[src/rtl/vertex_assembler.sv]
// vertex_assembler: gathers the converter's serial integer stream into
// (X, Y, Z) triples, clamps X/Y to the screen, computes the linear
// framebuffer address, and queues finished vertices in a small
// first-word-fall-through FIFO for the rasterizer.
//
// Ports:
//   clk_in, rst_n_in    clock (rising edge), async active-low reset
//   data_valid_in       int_value_in carries a word this cycle
//   int_value_in        signed 16-bit word; phase order X, Y, Z
//   frame_start_in      restart word phase, clear overflow and count
//   ready_in            rasterizer takes the head vertex this cycle
//   valid_out           FIFO non-empty
//   x_out/y_out/z_out   head vertex (clamped X/Y, raw Z)
//   addr_out            y_out*SCREEN_W + x_out, truncated to ADDR_W
//   clipped_out         head vertex had X or Y clamped
//   overflow_out        sticky: a vertex was dropped on a full FIFO
//   vertex_count_out    vertices written since frame start, saturating
module vertex_assembler #(
  parameter int SCREEN_W = 320,
  parameter int SCREEN_H = 180,
  parameter int DEPTH    = 4,
  parameter int ADDR_W   = 16
) (
  input  logic              clk_in,
  input  logic              rst_n_in,
  input  logic              data_valid_in,
  input  logic [15:0]       int_value_in,
  input  logic              frame_start_in,
  input  logic              ready_in,
  output logic              valid_out,
  output logic [15:0]       x_out,
  output logic [15:0]       y_out,
  output logic [15:0]       z_out,
  output logic [ADDR_W-1:0] addr_out,
  output logic              clipped_out,
  output logic              overflow_out,
  output logic [15:0]       vertex_count_out
);

  localparam int AW = $clog2(DEPTH);
  localparam int OW = AW + 1;

  typedef struct packed {
    logic [15:0]       x;
    logic [15:0]       y;
    logic [15:0]       z;
    logic [ADDR_W-1:0] addr;
    logic              clip;
  } vtx_t;

  function automatic logic [15:0] clamp(input logic [15:0] v, input int hi);
    if ($signed(v) < 0)             return 16'd0;
    else if (int'($signed(v)) > hi) return 16'(hi);
    else                            return v;
  endfunction

  // ---------------- word assembly ----------------
  logic [1:0]  phase;
  logic [15:0] xh, yh;
  // vld_pipe[0]: raw triple captured, vld_pipe[1]: clamped vertex ready to push
  logic [1:0]  vld_pipe;
  logic [15:0] rx, ry, rz;
  vtx_t        cmp;

  always_ff @(posedge clk_in or negedge rst_n_in) begin
    if (!rst_n_in) begin
      phase       <= 2'd0;
      xh          <= '0;
      yh          <= '0;
      vld_pipe[0] <= 1'b0;
      rx          <= '0;
      ry          <= '0;
      rz          <= '0;
    end else begin
      // a Z word coinciding with frame start is taken as the new frame's X
      vld_pipe[0] <= data_valid_in && (phase == 2'd2) && !frame_start_in;
      if (frame_start_in) begin
        if (data_valid_in) begin
          xh    <= int_value_in;
          phase <= 2'd1;
        end else begin
          phase <= 2'd0;
        end
      end else if (data_valid_in) begin
        case (phase)
          2'd0:    begin xh <= int_value_in; phase <= 2'd1; end
          2'd1:    begin yh <= int_value_in; phase <= 2'd2; end
          default: begin
            rx    <= xh;
            ry    <= yh;
            rz    <= int_value_in;
            phase <= 2'd0;
          end
        endcase
      end
    end
  end

  // ---------------- compute stage ----------------
  logic [15:0]       cx, cy;
  logic [ADDR_W-1:0] caddr;

  always_comb begin
    cx    = clamp(rx, SCREEN_W - 1);
    cy    = clamp(ry, SCREEN_H - 1);
    caddr = ADDR_W'(cy) * ADDR_W'(SCREEN_W) + ADDR_W'(cx);
  end

  always_ff @(posedge clk_in or negedge rst_n_in) begin
    if (!rst_n_in) begin
      vld_pipe[1] <= 1'b0;
      cmp         <= '0;
    end else begin
      vld_pipe[1] <= vld_pipe[0];
      if (vld_pipe[0]) cmp <= '{x: cx, y: cy, z: rz, addr: caddr,
                                clip: (cx != rx) || (cy != ry)};
    end
  end

  // ---------------- output FIFO ----------------
  vtx_t          mem [DEPTH];
  logic [AW-1:0] wp, rp, hidx;
  logic [OW-1:0] occ;
  logic          empty, full, pop, push, drop;

  always_comb begin
    empty = (occ == '0);
    full  = (occ == OW'(DEPTH));
    pop   = !empty && ready_in;
    push  = vld_pipe[1] && (!full || pop);
    drop  = vld_pipe[1] && full && !pop;
    // when empty, show the most recently popped slot so outputs hold;
    // that slot cannot be rewritten until the FIFO wraps through it
    hidx  = empty ? rp - AW'(1) : rp;
  end

  always_ff @(posedge clk_in or negedge rst_n_in) begin
    if (!rst_n_in) begin
      for (int i = 0; i < DEPTH; i++) mem[i] <= '0;
      wp               <= '0;
      rp               <= '0;
      occ              <= '0;
      overflow_out     <= 1'b0;
      vertex_count_out <= '0;
    end else begin
      if (push) begin
        mem[wp] <= cmp;
        wp      <= wp + AW'(1);
      end
      if (pop) rp <= rp + AW'(1);
      occ <= occ + OW'(push) - OW'(pop);
      if (frame_start_in) begin
        overflow_out     <= 1'b0;
        vertex_count_out <= '0;
      end else begin
        if (drop) overflow_out <= 1'b1;
        if (push && vertex_count_out != 16'hFFFF)
          vertex_count_out <= vertex_count_out + 16'd1;
      end
    end
  end

  assign valid_out   = !empty;
  assign x_out       = mem[hidx].x;
  assign y_out       = mem[hidx].y;
  assign z_out       = mem[hidx].z;
  assign addr_out    = mem[hidx].addr;
  assign clipped_out = mem[hidx].clip;

endmodule

[config.mk]
export PLATFORM = sky130hd
export DESIGN_NAME = vertex_assembler
export DESIGN_NICKNAME = d
export VERILOG_FILES = /design/src/rtl/vertex_assembler.sv
export SDC_FILE = /design/constraint.sdc
export NUM_CORES = 1
export LEC_CHECK = 0
export CAP_MARGIN = 30
export CORE_ASPECT_RATIO = 1.4
export CORE_MARGIN = 3
export CORE_UTILIZATION = 61
export DETAILED_ROUTE_END_ITERATION = 8
export PLACE_DENSITY = 0.82
export SLEW_MARGIN = 20
export SYNTH_ARGS = -nofsm -noshare
export SYNTH_HDL_FRONTEND = slang
export SYNTH_SLANG_ARGS = --single-unit
[constraint.sdc]
create_clock -name clk_in -period 9.95 [get_ports clk_in]
set_input_delay 2.4875 -clock clk_in [delete_from_list [all_inputs] [get_ports clk_in]]
set_output_delay 2.4875 -clock clk_in [all_outputs]
set_load 0.01 [all_outputs]
Word level (Yosys, flattened, before mapping)

Cells that the tools add are included.

Output and inout bits: 83
Register bits: 433

Reductions and logical operators: 24
Bitwise logic cells: 4
Magnitude comparators: 7
Multiplexer cells: 23
Equal/unequal tests: 6
Add/subtract/negate cells: 7
Multipliers: 1

Operators with widths:

| kind                                                             | number |
|---|---|
| bitwise mux 260 bit                                              | 1 |
| 2-to-1 mux 65 bit                                                | 3 |
| 2-to-1 mux 16 bit                                                | 10 |
| binary-select mux 65 bit (select 2 bit)                          | 1 |
| demux 65 bit (select 2 bit)                                      | 1 |
| less-than comparator 16 x 1 -> 1 bit (second input constant)     | 2 |
| inequality test 16 bit                                           | 2 |
| adder 16 x 1 -> 16 bit (second input constant)                   | 1 |
| adder 16 bit                                                     | 1 |
| greater-than comparator 16 x 10 -> 1 bit (second input constant) | 1 |
| greater-than comparator 16 x 9 -> 1 bit (second input constant)  | 1 |
| multiplier 16 x 3 -> 10 bit (second input constant)              | 1 |
| inequality test 16 bit (second input constant)                   | 1 |
| logical AND 1 bit                                                | 8 |
| nonzero test 2 bit                                               | 4 |
| >= comparator 3 bit (second input constant)                      | 2 |
| 2-to-1 mux 2 bit                                                 | 3 |
| inverter 2 -> 3 bit                                              | 2 |
| AND reduction 3 bit                                              | 2 |
| adder 2 x 1 -> 2 bit (second input constant)                     | 2 |
| logical NOT 1 bit                                                | 4 |
| case mux 2 bit (2 select lines)                                  | 1 |
| adder 3 x 1 -> 3 bit                                             | 1 |
| equality test 3 bit (second input constant)                      | 1 |
| 12 further kinds                                                 | 16 |

Logic depth before layout (Yosys ltp)

Word-level depth: 8
Mapped depth: 18

Least setup slack after synthesis

Ideal clock, no wire load.

Kind: register to output
Start: register occ[2]
End: output x_out[0]
Data arrival time: 2.114 ns
Required time: 7.463 ns
Stages on the path, launching flop included: 8
Path buffers: 4
Path slack: 5.348 ns
Cells stage by stage: dfrtp_1 or3_1 buf_6 xor2_2 buf_6 buf_12 mux4_2 buf_4

Longest elaborated chain between the ends: 6

RTL lines:

| item                                      | RTL line | text |
|---|---|---|
| start, declared                           | 123      | `logic [OW-1:0] occ;` |
| start signal, assigned                    | 151      | `occ <= occ + OW'(push) - OW'(pop);` |
| logical NOT 3 bit                         | 127      | `empty = (occ == '0);` |
| 2-to-1 mux 2 bit                          | 134      | `hidx = empty ? rp - AW'(1) : rp;` |
| inverter 2 -> 3 bit (not written as such) | 164      | `assign x_out = mem[hidx].x;` |
| binary-select mux 65 bit (select 2 bit)   | 164      |  |
| 2-to-1 mux 65 bit (2 in a row)            | -        |  |
| end, declared                             | 31       | `output logic [15:0] x_out,` |

No other way between the ends. The select of a mux whose other input is x is not followed.

Worst setup path in the final report

Start: register occ[2]
End: output addr_out[3]

Longest elaborated chain between the ends: 6

RTL lines:

| item                                      | RTL line | text |
|---|---|---|
| logical NOT 3 bit                         | 127      |  |
| 2-to-1 mux 2 bit                          | 134      |  |
| inverter 2 -> 3 bit (not written as such) | 167      | `assign addr_out = mem[hidx].addr;` |
| binary-select mux 65 bit (select 2 bit)   | 167      |  |
| 2-to-1 mux 65 bit (2 in a row)            | -        |  |
| end, declared                             | 34       | `output logic [ADDR_W-1:0] addr_out,` |

No other way between the ends. The select of a mux whose other input is x is not followed.

==> run metrics <==
Final Net Count=1278; DRC viols=0; DR WL/cell=20.0 um; PD cells=242 nW/um^2; Vias=9370; DP Worst Slack=4.45 ns; largest cells by area after synthesis=dfrtp_1, mux2_2, mux4_2; Final Slew Violations=0; Synth Instances=1127; Slowest-stage cell, CP=mux4_2; mux cell area share after synthesis=29.7%; register area share after synthesis=57.3%; Synth Area in XOR/XNOR=1.47%; Post-synth EDFFs=0; Req. time, crit path=7.46 ns; Slew HR=36.8%; Layout Area Growth over Synthesis=14.9%; Yosys top cell area share=57.3%; Fin. Hold Viols=0; dpl cells=1555; Core ar.=27700 um^2; most frequent cells in the layout=dfrtp_1, mux2_2, clkdlybuf4s50_1; largest delay contributor family on the critical path=buffers and inverters; setup slack, reg-to-reg=5.77 ns; H-tree levels=2; number of port buffers=101; layout cells sized above 1=38.7%; Mapped Area=17200 um^2; initial antenna violation count=0; Final WS setup=4.13 ns; Netlist cell types=52; outcome=complete, no violations; Hold WS=0.487 ns; final setup fails=0; CTS tree=yes; kind of critical path=flop to primary output; Crit. End Element=primary output; setup TNS=0 ns; Async SR Flop Fraction=100%; Max Clk Rate=172 MHz; clk_lat worst skew=0.53 ns; Max Cap Viol=0; Die Area=30200 um^2; vias per inst=5.78; Clock Skew=0.0126 ns; global placer's final weighted congestion=0.757; Warnings, synthesis=0; Main synth FF type=dfrtp_1; Max Root-Sink Buffers=3; Rows=72; Synth area leader=dfrtp_1; Design Power=0.00477 W; total CTS buffers=37; worst ir drop on vdd=0.325 mV; clock root buffer=clkbuf_16; Initial Util=62.1%; Clock transition at path regs=0.06 ns; Arr. time, crit path=3.33 ns; Critical Path Fanout Max=31; largest net degree at the start of global routing=179; Pleak=9.40 nW; Compound-Gate Fraction of Synth Area=2.53%; io pins=104; nature of the critical path startpoint=flop; Adder-Cell Fraction of Synth Area=2.46%; total gr overflow=0; largest family of logic cells by synthesized area=multiplexers; Yosys reg bits=393; worst slew pin tran=0.947 ns; vias in the first global route=10.1k; RSZ-0062 raised after global routing=false; Mean Syn Cell Area=15.2 um^2; Sink Count=393; Tmin final=5.82 ns; die width=148 um; hold-fix buffers at CTS=0; first-pass GRT wire length=53500 um; GRT Util Overall=22.2%; crit path buf inv count=2; DRT Pass-1 Iters=4; Post-CTS Setup Bufs=0; commonest non-fill, non-tap cell in the layout=dfrtp_1; Post-DP HPWL=20600 um; fin cells=1621; Post-CTS Resized=0; Antenna Cells=0; Initial DRC Count=356; HP Class=flop to flop; routed wire length=32500 um; simple-gate share of the synthesized area=3.42%; final worst-path cycle share=58.5%; Cell Chain, Critical Path=or3_1 -> xor2_4 -> buf_4 -> mux4_2 -> clkdlybuf4s50_1; DRT antenna net count=0; Worst path max stage delay=0.62 ns; die height=205 um
-- synth_stat cells (5+ instances only) --
cell / count
a211oi_1: 8
a21o_1: 8
a21oi_1: 17
and2_1: 5
buf_1: 5
buf_2: 15
buf_4: 24
clkbuf_1: 17
dfrtp_1: 393
ha_1: 29
inv_1: 30
mux2_2: 338
mux4_2: 57
nand2_1: 20
nand3_1: 6
nor2_1: 32
nor2b_1: 18
nor3_1: 6
o21ai_0: 13
xnor2_1: 19
xor2_1: 8
-- power by group --
group          internal, W  total [W]  switching, W
registers          0.00185    0.00206      0.000209
clock network     0.000882    0.00147      0.000584
logic             0.000628    0.00124      0.000611
-- metrics by stage --
step | util (%) | area (um^2)
after floorplan | - | 17200
after CTS | 71.2 | 19700
after global routing | 71.3 | 19700
final | 71.3 | 19700
after global placement | 66.6 | 18400
after detailed placement | 66.6 | 18400
-- cells by family (layout without fill, tap and decap cells) --
logic type / Yosys count / in the layout
flops: 393 / 393
other cells: 1 / 9
simple gates: 114 / 114
compound gates: 67 / 67
fa+ha+maj: 32 / 32
mux: 396 / 396
xor+xnor: 28 / 28
buf+inv: 96 / 212
-- worst register-to-register path: stages, from the launching register on --
cell and delay (ns):
dfrtp_1 0.38, nor4_1 0.46, and3_1 0.39, a21oi_1 0.29
ha_1 0.37, ha_1 0.16, inv_1 0.06, fa_1 0.49
inv_1 0.04, ha_1 0.30, o21ai_0 0.19, a21oi_1 0.10
and3_1 0.19, a221oi_1 0.34, nand2b_1 0.15, o311ai_0 0.12
-- metal layers --
layer	vias to the layer above	global-route usage [%]	wire length [um]
met3	47	3.01	953
met5	-	0	0
met2	136	40.7	17600
li1	4251	-	-
met4	0	5.90	625
met1	4936	27.9	13400
-- worst paths after layout --
check | end | depth (start not counted) | from
max in group asynchronous | mem[36]$_DFFE_PN0P_ | 2 | rst_n_in
hold reg to reg | occ[2]$_DFF_PN0_ | 1 | occ[2]$_DFF_PN0_
setup reg to reg | cmp[16]$_DFFE_PN0P_ | 15 | ry[10]$_DFFE_PN0P_
setup / recovery | addr_out[3] | 5 | occ[2]$_DFF_PN0_
hold / removal | occ[2]$_DFF_PN0_ | 1 | occ[2]$_DFF_PN0_
min in group asynchronous | mem[79]$_DFFE_PN0P_ | 1 | rst_n_in
-- registers in the layout (all words and copies together), names as in the netlist --
signal            count
xh                   16
mem                 228
vertex_count_out     16
wp                    2
phase                 2
rp                    2
ry                   16
rx                   16
rz                   16
overflow_out          1
yh                   16
vld_pipe              2
occ                   3
cmp                  57
-- final cells by class --
class / instances / area, um^2
Clock buffer: 54 / 1150
Fill cell: 1816 / 7930
Timing Repair Buffer: 117 / 1170
Multi-Input combinational cell: 646 / 6860
Sequential cell: 393 / 9840
Clock inverter: 11 / 139
Inverter: 30 / 113
Tap cell: 370 / 463
Note: power is estimated with default switching activity, not from simulation.
